[src/rtl/ram_arbiter_pkg.sv]
// Shared types and helpers for the RAM arbiter: FSM states, requester ids
// and the address legality check applied when a request is captured.
package ram_arbiter_pkg;

    typedef enum logic [1:0] {
        IDLE    = 2'd0,
        ACCESS  = 2'd1,
        RESPOND = 2'd2
    } arbStateT;

    typedef enum logic {
        REQ_FETCH = 1'b0,
        REQ_DATA  = 1'b1
    } reqIdT;

    // Address is passed zero-extended to 64 bits so one helper serves any XLEN up to 64.
    function automatic logic addrErr(input logic [63:0] addr, input int wordAw);
        logic misaligned;
        logic outOfRange;
        misaligned = (addr[1:0] != 2'b00);
        outOfRange = ((addr >> (wordAw + 2)) != 64'd0);
        return misaligned | outOfRange;
    endfunction

endpackage

[src/rtl/ram_arb_pick.sv]
// Two-way round-robin picker: on contention the port that did not win last
// time is chosen; a lone requester always wins.
module ram_arb_pick
    import ram_arbiter_pkg::*;
(
    input  logic  ifReq,
    input  logic  dReq,
    input  reqIdT lastGrant,
    output reqIdT winner,
    output logic  anyReq
);

    always_comb begin
        anyReq = ifReq | dReq;
        winner = REQ_FETCH;
        if (ifReq && dReq) begin
            winner = (lastGrant == REQ_DATA) ? REQ_FETCH : REQ_DATA;
        end else if (dReq) begin
            winner = REQ_DATA;
        end
    end

endmodule

[src/rtl/ram_arbiter.sv]
// Shares one single-port synchronous-read RAM between the instruction-fetch
// port and the load/store port, one access every three cycles.
module ram_arbiter
    import ram_arbiter_pkg::*;
#(
    parameter int XLEN    = 32,
    parameter int WORD_AW = 10
) (
    input  logic            clk,
    input  logic            reset_n,

    input  logic            ifReq,
    input  logic [XLEN-1:0] ifAddr,
    output logic            ifGnt,
    output logic            ifRvalid,
    output logic [XLEN-1:0] ifRdata,
    output logic            ifErr,

    input  logic            dReq,
    input  logic            dWe,
    input  logic [XLEN-1:0] dAddr,
    input  logic [XLEN-1:0] dWdata,
    output logic            dGnt,
    output logic            dRvalid,
    output logic [XLEN-1:0] dRdata,
    output logic            dErr,

    output logic [XLEN-1:0] ramAddress,
    output logic [XLEN-1:0] ramDataIn,
    output logic            ramWriteEnable,
    input  logic [XLEN-1:0] ramDataOut
);

    // Handshake: a requester raises req with its command stable and keeps it
    // until the one-cycle gnt; gnt only appears in IDLE. Exactly two cycles
    // after gnt the same port sees a one-cycle rvalid with rdata/err valid.
    arbStateT        state;
    arbStateT        nextState;
    reqIdT           lastGrant;
    reqIdT           capId;
    reqIdT           winner;
    logic            anyReq;
    logic            capture;
    logic            capWe;
    logic            capErr;
    logic            selWe;
    logic            selErr;
    logic [XLEN-1:0] selAddr;
    logic [XLEN-1:0] selWdata;
    logic [XLEN-1:0] respData;

    ram_arb_pick uPick (
        .ifReq     (ifReq),
        .dReq      (dReq),
        .lastGrant (lastGrant),
        .winner    (winner),
        .anyReq    (anyReq)
    );

    always_comb begin
        selWe    = 1'b0;
        selAddr  = ifAddr;
        selWdata = '0;
        if (winner == REQ_DATA) begin
            selWe    = dWe;
            selAddr  = dAddr;
            selWdata = dWdata;
        end
        selErr = addrErr(64'(selAddr), WORD_AW);
    end

    assign capture = (state == IDLE) && anyReq;

    always_ff @(posedge clk or negedge reset_n) begin
        if (!reset_n) begin
            state <= IDLE;
        end else begin
            state <= nextState;
        end
    end

    always_comb begin
        nextState = state;
        case (state)
            IDLE:    if (anyReq) nextState = ACCESS;
            ACCESS:  nextState = RESPOND;
            RESPOND: nextState = IDLE;
            default: nextState = IDLE;
        endcase
    end

    // RAM command registers load at the capture edge so they are valid for the
    // whole ACCESS cycle; address/data then hold until the next capture.
    always_ff @(posedge clk or negedge reset_n) begin
        if (!reset_n) begin
            lastGrant      <= REQ_DATA;
            capId          <= REQ_FETCH;
            capWe          <= 1'b0;
            capErr         <= 1'b0;
            ramAddress     <= '0;
            ramDataIn      <= '0;
            ramWriteEnable <= 1'b0;
        end else if (capture) begin
            lastGrant      <= winner;
            capId          <= winner;
            capWe          <= selWe;
            capErr         <= selErr;
            ramAddress     <= XLEN'(selAddr[WORD_AW+1:2]);
            ramDataIn      <= selWdata;
            ramWriteEnable <= selWe & ~selErr;
        end else begin
            ramWriteEnable <= 1'b0;
        end
    end

    always_comb begin
        ifGnt    = 1'b0;
        dGnt     = 1'b0;
        ifRvalid = 1'b0;
        dRvalid  = 1'b0;
        ifRdata  = '0;
        dRdata   = '0;
        ifErr    = 1'b0;
        dErr     = 1'b0;
        respData = (capWe | capErr) ? '0 : ramDataOut;
        case (state)
            IDLE: begin
                // Gated by reset_n so no grant leaks out while reset is held.
                if (reset_n && anyReq) begin
                    ifGnt = (winner == REQ_FETCH);
                    dGnt  = (winner == REQ_DATA);
                end
            end
            RESPOND: begin
                if (capId == REQ_FETCH) begin
                    ifRvalid = 1'b1;
                    ifRdata  = respData;
                    ifErr    = capErr;
                end else begin
                    dRvalid  = 1'b1;
                    dRdata   = respData;
                    dErr     = capErr;
                end
            end
            default: ;
        endcase
    end

    gntOnlyInIdle: assert property (@(posedge clk) disable iff (!reset_n)
        (ifGnt || dGnt) |-> (state == IDLE));
    singleGnt: assert property (@(posedge clk) disable iff (!reset_n)
        !(ifGnt && dGnt));
    writeOnlyInAccess: assert property (@(posedge clk) disable iff (!reset_n)
        ramWriteEnable |-> (state == ACCESS));

endmodule
[config.mk]
export PLATFORM = sky130hd
export DESIGN_NAME = ram_arbiter
export DESIGN_NICKNAME = d
export VERILOG_FILES = /design/src/rtl/ram_arbiter_pkg.sv /design/src/rtl/ram_arb_pick.sv /design/src/rtl/ram_arbiter.sv
export SDC_FILE = /design/constraint.sdc
export NUM_CORES = 1
export LEC_CHECK = 0
export ABC_AREA = 1
export CORE_MARGIN = 3
export CORE_UTILIZATION = 31
export CTS_CLUSTER_DIAMETER = 150
export DETAILED_ROUTE_END_ITERATION = 8
export GPL_ROUTABILITY_DRIVEN = 0
export GPL_TIMING_DRIVEN = 0
export PLACE_DENSITY = 0.81
export SYNTH_ARGS = -nofsm -noshare
export SYNTH_HDL_FRONTEND = slang
export SYNTH_SLANG_ARGS = --single-unit
export TNS_END_PERCENT = 10
[constraint.sdc]
create_clock -name clk -period 1.5 [get_ports clk]
set_input_delay 0.15 -clock clk [delete_from_list [all_inputs] [get_ports clk]]
set_output_delay 0.15 -clock clk [all_outputs]
set_load 0.01 [all_outputs]
Word-level counts from Yosys, hierarchy flattened:

Index checks and enable logic that the tools add are counted.

* word-level logic and storage cells: 49
* output and inout port bits: 135
* bits in registers: 49

* equal/unequal tests: 3
* reductions and logical operators: 6
* mux-type cells: 26
* bitwise gates (word level): 6

Operators by type and width (count)
* 32-bit two-way mux: 7
* 64-bit nonzero test: 1
* 1-bit two-way mux: 17
* 2-bit one-hot mux with 2 select lines: 1
* 1-bit logical AND: 3
* 1-bit OR: 3
* 2-bit by 1-bit equality test with 1-bit output, second input constant: 1
* 2-bit equality test, second input constant: 1
* 2-bit zero test: 1
* 2-bit two-way mux: 1
* 2-bit != test, second input constant: 1
* 1-bit NOT: 2
* 2-bit nonzero test: 1
* 1-bit bitwise AND: 1

Longest topological paths before layout:

Gate-level depths: netlist of run 1.

* word-level depth: 8
* depth in mapped cells: 7
* mapped depth without buffers: 7

Hierarchy:

A second synthesis of run 1 with hierarchy kept.

* cell total of the unflattened synthesis: 339
* area total of the unflattened synthesis: 2736.4 um^2

Modules (own cells, without submodules)
* ram_arbiter: seq. area each 1227.4 um^2, area each 2721.4 um^2, cells an instance 336, instances 1
* ram_arb_pick: seq. area each 0.0 um^2, area each 15.0 um^2, cells an instance 3, instances 1

Worst setup path after synthesis of run 1:

Ideal clock, no wire load.

* path kind: reg-to-output
* from: reg lastGrant
* to: out ifGnt
* buffers on the path: 1
* setup slack: 208 ps
* arrival: 1142 ps
* cell stages (with the launch flop): 6
* cell sequence: dfstp_2 -> nand2_1 -> nand2_1 -> inv_2 -> buf_2 -> nor3_2

* longest elaborated chain between the ends: 5

RTL lines
* from (decl): RTL line ram_arbiter.sv:39 `reqIdT lastGrant;`
* from (signal assigned): RTL line ram_arbiter.sv:104 `lastGrant <= winner;`
* 1-bit two-way mux: RTL line ram_arb_pick.sv:17 `winner = (lastGrant == REQ_DATA) ? REQ_FETCH : REQ_DATA;`
* 1-bit two-way mux: RTL line ram_arb_pick.sv:16 `if (ifReq && dReq) begin`
* 1-bit NOT: RTL line ram_arbiter.sv:130 `ifGnt = (winner == REQ_FETCH);`
* 1-bit two-way mux: RTL line ram_arbiter.sv:129 `if (reset_n && anyReq) begin`
* 1-bit two-way mux: RTL line ram_arbiter.sv:126 `case (state)`
* to (decl): RTL line ram_arbiter.sv:14 `output logic ifGnt,`

No other way between the ends.

Worst setup path in the final report of run 1:

* from: reg state[1]
* to: out ifGnt

* longest elaborated chain between the ends: 2

RTL lines
* from (decl): RTL line ram_arbiter.sv:37 `arbStateT state;`
* from (signal assigned): RTL line ram_arbiter.sv:78 `state <= nextState;`
* 2-bit zero test: RTL line ram_arbiter.sv:126
* 1-bit two-way mux: RTL line ram_arbiter.sv:126

No other way between the ends.

==> results.cfg, run 1 <==
[worst_setup_path]
reg2regPathDepth = 9
startpoint_type = register
r2r_slack_ns = -0.07
cp_data_required_time_ns = 1.35
path_class = register to output port
setup.worst_path.end_class = output port
crit_arrival_ns = 1.58
regToRegEndpoint = ramDataIn[4]
r2r_start = state[1]
cp_max_fo = 3

[global_routing]
grt_pass1_wl_mm = 18.3
grt_max_degree = 30
antenna_found_initial = 0
globalRouteOverflowTotal = 0
grt_pass1_vias = 3671
track_usage_pct = 22.2

[layout]
antenna_cells = 0
drive_above_1_share_pct = 30.3
syn_to_final_growth_pct = 100
num-fill-cells = 759
nets = 834

[power]
finalPower_uw = 8490
power-per-cell-area_nw_per_um2 = 1440
peakVddDrop_mv = 1.01
cellLeakagePower_uw = 0.00284

[timing]
finalHoldViolCount = 0
fin_crit_ns = 1.73
worst_pin_slew_ns = 0.867
slew_headroom_pct = 42.0
grt_setup_unrepaired = yes
hold_slack_ns = 0.382
fmax_ghz = 0.578
fin_skew_ns = 0.0127
post-route-period-util_pct = 115
setup_viol = 95
slew_viol_final = 0
setup_ws_ns = -0.230

[status]
status = complete, but fails checks
failed_checks = setup timing

[synthesis]
synth_top_area_cell = dfrtp_1
yosysSeqAreaShare_pct = 41.7
yosys-top-cells-count = 123 x nand2_1, 106 x nor2_1, 48 x dfrtp_1, 23 x buf_4
synth-main-ff-cell = dfrtp_1
synth_edf_count = 0
syn-cell-area_sq_um = 2940
yosysMostFrequentCell = nand2_1
yosys_register_bits = 49
ys.warnings.count = 0
yosysTopAreaCellShare_pct = 40.8
synthTopCellsByArea = dfrtp_1 41%, nand2_1 16%, nor2_1 14%
netlist_instances = 401
ys_types = 21
async_flop_share_pct = 100
syn_area_per_cell_sq_um = 7.34

[min_path]
min_path_type = input port to register
min-delay-start = dWdata[14]
min_delay_path_depth = 3
hold_path_end = ramDataIn[14]

[floorplan]
die_y_microns = 103
io_pins = 268
die_x_microns = 103
num_rows = 34
core_sq_um = 8980
dieArea_sq_um = 10700
start_util_pct = 32.8

[clock_tree]
h-tree-depth = 2
cts_made_buffers = 5
insertion_delay_ns = 0.30
clkSinkCount = 49
clockRootBuffer = clkbuf_8
cts_tree = done
clk_pin_slew_ns = 0.10
clock_tree.buffer_depth = 2

[routing]
drc = 0
vias = 3664
first_iter_violations = 93
routed_wl_mm = 12.8
ant_nets = 0
post_drt_wl_per_cell_microns = 15.4
dr.pass1.iters = 5
vias_per_cell = 4.43

[place]
io_buffers = 245
dpl_worst_slack_ns = -0.703
place_hpwl_mm = 10.1

[flow_run]
maxCapViolCount = 0
[per-layer routing]
layer  GRT usage, %  vias to the layer above  wire [microns]  share of wire (%)
met2           44.4                      168            7050                 55
li1               -                     1796               -                  -
met5              0                        -               0                  0
met3           7.44                       19            1310                 10
met1           21.1                     1681            4170                 33
met4           6.27                        0             216                1.7
[worst max-delay path: stages, from the launching register on]
cell and delay, ns:
dfrtp_1 0.41, buf_6 0.13, nor3_4 0.20, buf_6 0.15, clkinv_8 0.04, buf_6 0.11, nor3_4 0.09, buf_2 0.15
[power by group]
part | switching [uW] | leakage [uW] | internal, uW
registers | 401 | 0.000630 | 1970
clock network | 455 | 0.0000374 | 330
logic | 2620 | 0.00217 | 2710
total | 3470 | 0.00284 | 5010
[timing repair]
| action | in CTS | in global routing |
|---|---|---|
| buffers inserted | 12 | 9 |
| hold buffers | 5 | 0 |
| resized for setup | 304 | 65 |
| hold endpoints to repair | 19 | 0 |
| setup endpoints to repair | 70 | 100 |
| pin swaps | 4 | 5 |
| cloned | 0 | 2 |
[logic make-up (layout without fill, tap and decap cells)]
family,after synthesis,count (layout),synth area share [%]
compound gates,22,22,3.74
buf+inv,55,335,13.2
flops,49,49,41.7
other cells,1,22,0.127
simple gates,274,274,41.2
[sequential cells by signal, indices dropped and copies added, names as in the netlist]
| register | flops |
|---|---|
| ramDataIn | 32 |
| state | 2 |
| lastGrant | 1 |
| ramAddress | 10 |
| ramWriteEnable | 1 |
| capWe | 1 |
| capId | 1 |
| capErr | 1 |
[how the worst max path moves through the flow]
| stage | cells past startpoint | endpoint | from | slack (ns) |
|---|---|---|---|---|
| CTS | 7 | ifGnt | state[0] | -0.23 |
| detailed placement | 7 | dGnt | dReq | -0.70 |
| finish | 7 | ifGnt | state[1] | -0.23 |
| global placement | 4 | ifGnt | reset_n | -1.94 |
| global route | 7 | ifGnt | state[1] | -0.28 |
| floorplan | 5 | ifGnt | lastGrant | 0.21 |
[cell type report]
type | instances | area [sq um] | area share [%]
timing repair buffer | 274 | 2420 | 41.1
multi-input combinational | 318 | 1530 | 25.9
sequential | 49 | 1230 | 20.8
buffer | 43 | 414 | 7.03
tap | 126 | 158 | 2.68
clock buffer | 6 | 72.6 | 1.23
inverter | 10 | 57.6 | 0.977
clock inverter | 2 | 15.0 | 0.255
[through the flow]
step           util, %  setup TNS [ns]  cell area [sq um]  std cells
3_5_place_dp      62.9          -25.55               5650        794
2_1_floorplan        -               0               3020        422
3_3_place_gp      62.7          -83.14               5630        793
5_1_grt           65.7          -14.49               5890        828
4_1_cts           63.4           -6.42               5690        819
6_report          65.7           -7.64               5890        828
[placed cells by master (no fill, tap or decap), types with 3 or more instances in the layout]
| cell | n |
|---|---|
| buf_12 | 6 |
| buf_2 | 68 |
| buf_4 | 40 |
| buf_6 | 19 |
| buf_8 | 5 |
| clkbuf_8 | 5 |
| clkdlybuf4s50_1 | 174 |
| conb_1 | 22 |
| dfrtp_1 | 48 |
| dlygate4sd3_1 | 3 |
| inv_1 | 4 |
| inv_4 | 3 |
| nand2_1 | 111 |
| nand2_2 | 10 |
| nand3_1 | 19 |
| nand3_2 | 19 |
| nor2_1 | 83 |
| nor2_2 | 22 |
| nor2_4 | 6 |
| o21ai_0 | 8 |
| o21ai_1 | 13 |
No activity file was read; power rests on OpenSTA's default activity.
==> inputs of run 2 (changes only) <==
--- a/config.mk
+++ b/config.mk
@@ -5,14 +5,14 @@
 export SDC_FILE = /design/constraint.sdc
 export NUM_CORES = 1
 export LEC_CHECK = 0
-export ABC_AREA = 1
-export CORE_MARGIN = 3
-export CORE_UTILIZATION = 31
-export CTS_CLUSTER_DIAMETER = 150
+export ABC_AREA = 0
+export CORE_AREA = 3 3 102 104
+export CTS_CLUSTER_DIAMETER = 120
 export DETAILED_ROUTE_END_ITERATION = 8
+export DIE_AREA = 0 0 105 107
 export GPL_ROUTABILITY_DRIVEN = 0
 export GPL_TIMING_DRIVEN = 0
-export PLACE_DENSITY = 0.81
+export PLACE_DENSITY = 0.77
 export SYNTH_ARGS = -nofsm -noshare
 export SYNTH_HDL_FRONTEND = slang
 export SYNTH_SLANG_ARGS = --single-unit
==> results.cfg, run 2 <==
[status]
status = complete, but fails checks
failed_checks = setup timing

[worst_setup_path]
startpoint_type = register
cp_data_required_time_ns = 1.35
r2r_start = state[0]
r2r_slack_ns = -0.02
cp_max_fo = 6
crit_arrival_ns = 1.55
reg2regPathDepth = 7
path_class = register to output port
setup.worst_path.end_class = output port
regToRegEndpoint = ramDataIn[30]

[power]
clockPowerShare_pct = 9.8
peakVddDrop_mv = 1.07
power_frac_comb_pct = 61.4
seqPwrFrac_pct = 28.9
p_sw_uw = 2940
power-per-cell-area_nw_per_um2 = 1430
cellLeakagePower_uw = 0.00294
p_int_uw = 5180
p_sw_share_pct = 36.2

[global_routing]
globalRouteOverflowTotal = 0
grt_pass1_wl_mm = 17.4
grt_pass1_vias = 3243
antenna_found_initial = 2
track_usage_pct = 19.5
grt_max_degree = 36

[timing]
fin_skew_ns = 0.00774
fin_crit_ns = 1.70
finalHoldViolCount = 0
worst_pin_slew_ns = 0.615
post-route-period-util_pct = 114
slew_headroom_pct = 58.9
setup_ws_ns = -0.204
slew_viol_final = 0
fmax_ghz = 0.587
hold_slack_ns = 0.430
grt_setup_unrepaired = yes
setup_viol = 74

[synthesis]
yosysTopAreaCellShare_pct = 44.5
synth-main-ff-cell = dfrtp_1
netlist_instances = 258
synth_top_area_cell = dfrtp_1
syn-cell-area_sq_um = 2700
yosysSeqAreaShare_pct = 45.4
ys_types = 30
synth_edf_count = 0
synthTopCellsByArea = dfrtp_1 44%, and3_1 15%, a22o_1 11%
ys.warnings.count = 0
yosysMostFrequentCell = and3_1
yosys-top-cells-count = 66 x and3_1, 48 x dfrtp_1, 33 x a22o_1, 23 x buf_4
yosys_register_bits = 49
syn_area_per_cell_sq_um = 10.5
async_flop_share_pct = 100

[layout]
largestRegisters = ramDataIn x32, ramAddress x10, state x2
nets = 688
fin_area_sq_um = 5690
regMostFlops = ramDataIn
mostFrequentLayoutCell = clkdlybuf4s50_1
num-fill-cells = 860
final_cell_mix = 174 x clkdlybuf4s50_1, 57 x and3_1, 50 x buf_2, 46 x dfrtp_1, 42 x buf_4
largest_reg_flops = 32
fin_util_pct = 59.0
antenna_cells = 0
syn_to_final_growth_pct = 111
drive_above_1_share_pct = 30.4
fin_cells = 689

[routing]
post_drt_wl_per_cell_microns = 17.2
wl_met1_mm = 4.46
drc = 0
vias = 3144
dr.pass1.iters = 4
maxUsedRoutingLayer = met5
wl_met2_mm = 6.24
ant_nets = 0
routed_wl_mm = 11.9
first_iter_violations = 127
routed-wl-met3_microns = 893
vias_per_cell = 4.56

[place]
dp_cells = 658
dpl_worst_slack_ns = -0.735
place_hpwl_mm = 9.50
placed_cell_area_sq_um = 5410
io_buffers = 245

[clock_tree]
clockRootBuffer = clkbuf_8
cts_tree = done
cts_made_buffers = 5
insertion_delay_ns = 0.30
clock_tree.buffer_depth = 2
clk_pin_slew_ns = 0.10
clkSinkCount = 49
h-tree-depth = 2

[floorplan]
io_pins = 268
die_y_microns = 107
dieArea_sq_um = 11200
core_sq_um = 9640
die_x_microns = 105
num_rows = 36
start_util_pct = 28.0

[min_path]
min_path_type = input port to async pin

[flow_run]
maxCapViolCount = 0
==> run 2: cell types whose count changed after synthesis, moves of 5 or more <==
| cell | before | now |
|---|---|---|
| clkbuf_1 | 2 | 9 |
| and3_1 | 0 | 66 |
| nand3_1 | 19 | 1 |
| mux2i_1 | 0 | 10 |
| o21ai_0 | 11 | 0 |
| nand3_2 | 19 | 0 |
| inv_2 | 6 | 1 |
| nand2_1 | 123 | 11 |
| a22o_1 | 0 | 33 |
| nor4_1 | 0 | 9 |
| nor2_1 | 106 | 3 |
==> run 2: cell type report <==
type / instances / area, sq um / share of cell area, %
Buffer: 42 / 410 / 7.22
Tap cell: 133 / 166 / 2.93
Clock inverter: 3 / 21.3 / 0.374
Sequential cell: 49 / 1230 / 21.6
Clock buffer: 5 / 68.8 / 1.21
Multi-Input combinational cell: 183 / 1290 / 22.7
Inverter: 1 / 6.26 / 0.110
Timing Repair Buffer: 273 / 2490 / 43.9
==> run 2: worst max path at each step <==
stage,from,endpoint,cells past startpoint
floorplan,state[0],dRdata[20],4
global placement,reset_n,ifGnt,3
detailed placement,dReq,dGnt,7
CTS,state[0],dRdata[15],5
global route,state[0],ifGnt,7
finish,state[0],dRdata[17],4
==> run 2: kinds of logic after synthesis <==
group,share of synthesized area (%)
multiplexers,3.71
AND/OR/NAND/NOR,23.9
other,0.139
flip-flops,45.4
buffers and inverters,12.4
AO/OA/AOI/OAI,14.5
==> run 2: critical path, stage by stage (launching register included) <==
cell and delay (ns):
dfrtp_2 0.45, and3b_2 0.35, buf_2 0.18, and3_1 0.15, buf_2 0.12
==> run 2: repair_timing <==
item                                    in CTS  in global routing
setup buffers                               17                  6
endpoints found under the hold margin       13                  0
gates cloned                                 0                  1
pin swaps                                    8                 15
gates resized for setup                    326                 44
hold buffers                                 3                  0
endpoints found under the setup margin      70                 90
==> run 2: per-stage QoR <==
stage          total power [uW]  setup TNS [ns]
3_5_place_dp               6570          -35.86
3_3_place_gp               6470          -89.12
6_report                   8130          -10.78
2_1_floorplan              4240               0
4_1_cts                    7830          -11.01
5_1_grt                    8600          -15.18
==> run 2: routing by layer <==
layer,global-route usage (%),vias up
met1,21.6,1486
met4,5.53,4
met5,0,-
met2,35.8,146
met3,6.38,18
li1,-,1490
==> run 2: power by group through the flow <==
stage          sequential (uW)  combinational (uW)  clock (uW)
4_1_cts                   2340                4670         816
2_1_floorplan             2550                1690           0
3_5_place_dp              2330                4240           0
6_report                  2350                4990         794
3_3_place_gp              2320                4150           0
5_1_grt                   2420                5320         861
==> inputs of run 3 (changes only) <==
--- a/config.mk
+++ b/config.mk
@@ -6,13 +6,15 @@
 export NUM_CORES = 1
 export LEC_CHECK = 0
 export ABC_AREA = 0
-export CORE_AREA = 3 3 102 104
+export CORE_AREA = 3 3 104 106
+export CTS_BUF_LIST = sky130_fd_sc_hd__clkbuf_8
 export CTS_CLUSTER_DIAMETER = 120
 export DETAILED_ROUTE_END_ITERATION = 8
-export DIE_AREA = 0 0 105 107
+export DIE_AREA = 0 0 107 109
 export GPL_ROUTABILITY_DRIVEN = 0
 export GPL_TIMING_DRIVEN = 0
-export PLACE_DENSITY = 0.77
+export PLACE_DENSITY = 0.74
+export SLEW_MARGIN = 20
 export SYNTH_ARGS = -nofsm -noshare
 export SYNTH_HDL_FRONTEND = slang
 export SYNTH_SLANG_ARGS = --single-unit
==> results.cfg, run 3 (synthesis results as in run 2) <==
[floorplan]
num_rows = 36
dieArea_sq_um = 11700
core_sq_um = 9860
io_pins = 268
die_y_microns = 109
die_x_microns = 107
start_util_pct = 27.4

[power]
peakVddDrop_mv = 0.800
p_sw_share_pct = 36.3
clockPowerShare_pct = 9.6
power-per-cell-area_nw_per_um2 = 1380
p_sw_uw = 2860
power_frac_comb_pct = 60.7
p_int_uw = 5030
seqPwrFrac_pct = 29.7
cellLeakagePower_uw = 0.00290

[routing]
vias_per_cell = 4.49
vias = 3074
dr.pass1.iters = 4
ant_nets = 0
routed_wl_mm = 11.6
first_iter_violations = 85
drc = 0
post_drt_wl_per_cell_microns = 17.0

[place]
io_buffers = 245
place_hpwl_mm = 9.40
dp_cells = 658

[clock_tree]
cts_made_buffers = 5
clk_pin_slew_ns = 0.09
h-tree-depth = 2
clock_tree.buffer_depth = 2
insertion_delay_ns = 0.29
cts_tree = done
clkSinkCount = 49
clockRootBuffer = clkbuf_8

[timing]
setup_viol = 85
grt_setup_unrepaired = yes
post-route-period-util_pct = 116
setup_ws_ns = -0.234
fin_skew_ns = 0.00617
fmax_ghz = 0.577
fin_crit_ns = 1.73
slew_headroom_pct = 49.2
worst_pin_slew_ns = 0.760
finalHoldViolCount = 0
slew_viol_final = 0

[worst_setup_path]
cp.depth = 5
slowest_delay_ns = 0.43
crit_arrival_ns = 1.58
crit_slowest_cell = dfrtp_1
cp_cell_sequence = and3b_2, buf_6, buf_6, and3_4, buf_6
cp_max_fo = 6
setup.worst_path.end_class = output port
startpoint_type = register
r2r_slack_ns = -0.10
cpLargestDelayFamily = simple AND/OR/NAND/NOR gates
reg2regPathDepth = 7
path_class = register to output port
path_common_cell = buf_6
cp_data_required_time_ns = 1.35
path_buf_inv = 3

[global_routing]
use_met1_pct = 20.4
track_usage_pct = 18.4
gr-usage-met3_pct = 5.86
grt_pass1_vias = 3158
globalRouteOverflowTotal = 0
grt_max_degree = 34
top_usage_layer = met2
antenna_found_initial = 2
grt_pass1_wl_mm = 17.0
met2_usage_pct = 33.3

[layout]
final_cell_mix = 174 x clkdlybuf4s50_1, 49 x and3_1, 47 x dfrtp_1, 44 x buf_6, 39 x buf_2
fin_cells = 685
mostFrequentLayoutCell = clkdlybuf4s50_1
fin_util_pct = 58.0
largestRegisters = ramDataIn x32, ramAddress x10, state x2
regMostFlops = ramDataIn
nets = 683
syn_to_final_growth_pct = 112
largest_reg_flops = 32
drive_above_1_share_pct = 31.0

[status]
failed_checks = setup timing
status = complete, but fails checks

[min_path]
min_delay_path_depth = 2
min_path_type = input port to register

[flow_run]
maxCapViolCount = 0
## run 3: area by class of cell
cell class / count / area, sq um
fill: 848 / 4150
inverter: 1 / 3.75
clock buffer: 5 / 68.8
timing repair buffer: 267 / 2500
sequential: 49 / 1230
buffer: 43 / 398
tap: 133 / 166
antenna: 1 / 2.50
clock inverter: 3 / 17.5
multi-input combinational: 183 / 1330
## run 3: layer usage
layer | wire (microns) | part of all wire, % | vias to the layer above
met2 | 6060 | 52 | 157
met4 | 313 | 2.7 | 2
met3 | 982 | 8.4 | 23
met5 | 13 | 0.11 | -
li1 | - | - | 1486
met1 | 4280 | 37 | 1406
## run 3: power groups by stage
stage,clock network [uW],registers [uW],logic (uW)
after detailed placement,0,2340,4230
after global placement,0,2330,4150
final,756,2350,4790
after global routing,829,2430,5140
after floorplan,0,2550,1690
after CTS,792,2360,4630
## run 3: worst reg2reg max path, delay by kind of cell (launching register included)
kind                   cells  cell delay, ns
AOI/OAI and AO/OA          2            0.34
buffers and inverters      4            0.61
DFF                        1            0.43
and+or+nand+nor            1            0.11
## run 3: stage by stage
step | setup TNS [ns] | instance area [sq um] | total power, uW | setup slack (ns) | hold WS (ns)
floorplan | 0 | 2780 | 4240 | 0.206 | -0.146
global placement | -91.12 | 5400 | 6480 | -1.80 | 0.447
detailed placement | -36.50 | 5410 | 6570 | -0.683 | 0.125
CTS | -12.15 | 5500 | 7780 | -0.249 | 0.433
global route | -17.97 | 5720 | 8390 | -0.311 | 0.438
finish | -11.20 | 5720 | 7900 | -0.234 | 0.445
## run 3: final timing paths
check | from | end
max in group asynchronous | reset_n | capErr
worst min register to register | state[1] | state[1]
worst max register to register | state[0] | ramDataIn[28]
worst max-delay path | state[0] | dRdata[3]
min in group asynchronous | reset_n | lastGrant
worst min-delay path | dWdata[2] | ramDataIn[2]
## run 3: repair_timing
action,in CTS,in global routing
endpoints found under the setup margin,70,115
pin swaps,15,3
gates resized for setup,338,49
gates cloned,2,1
hold buffers,2,0
hold endpoints to repair,16,0
buffers inserted,13,3
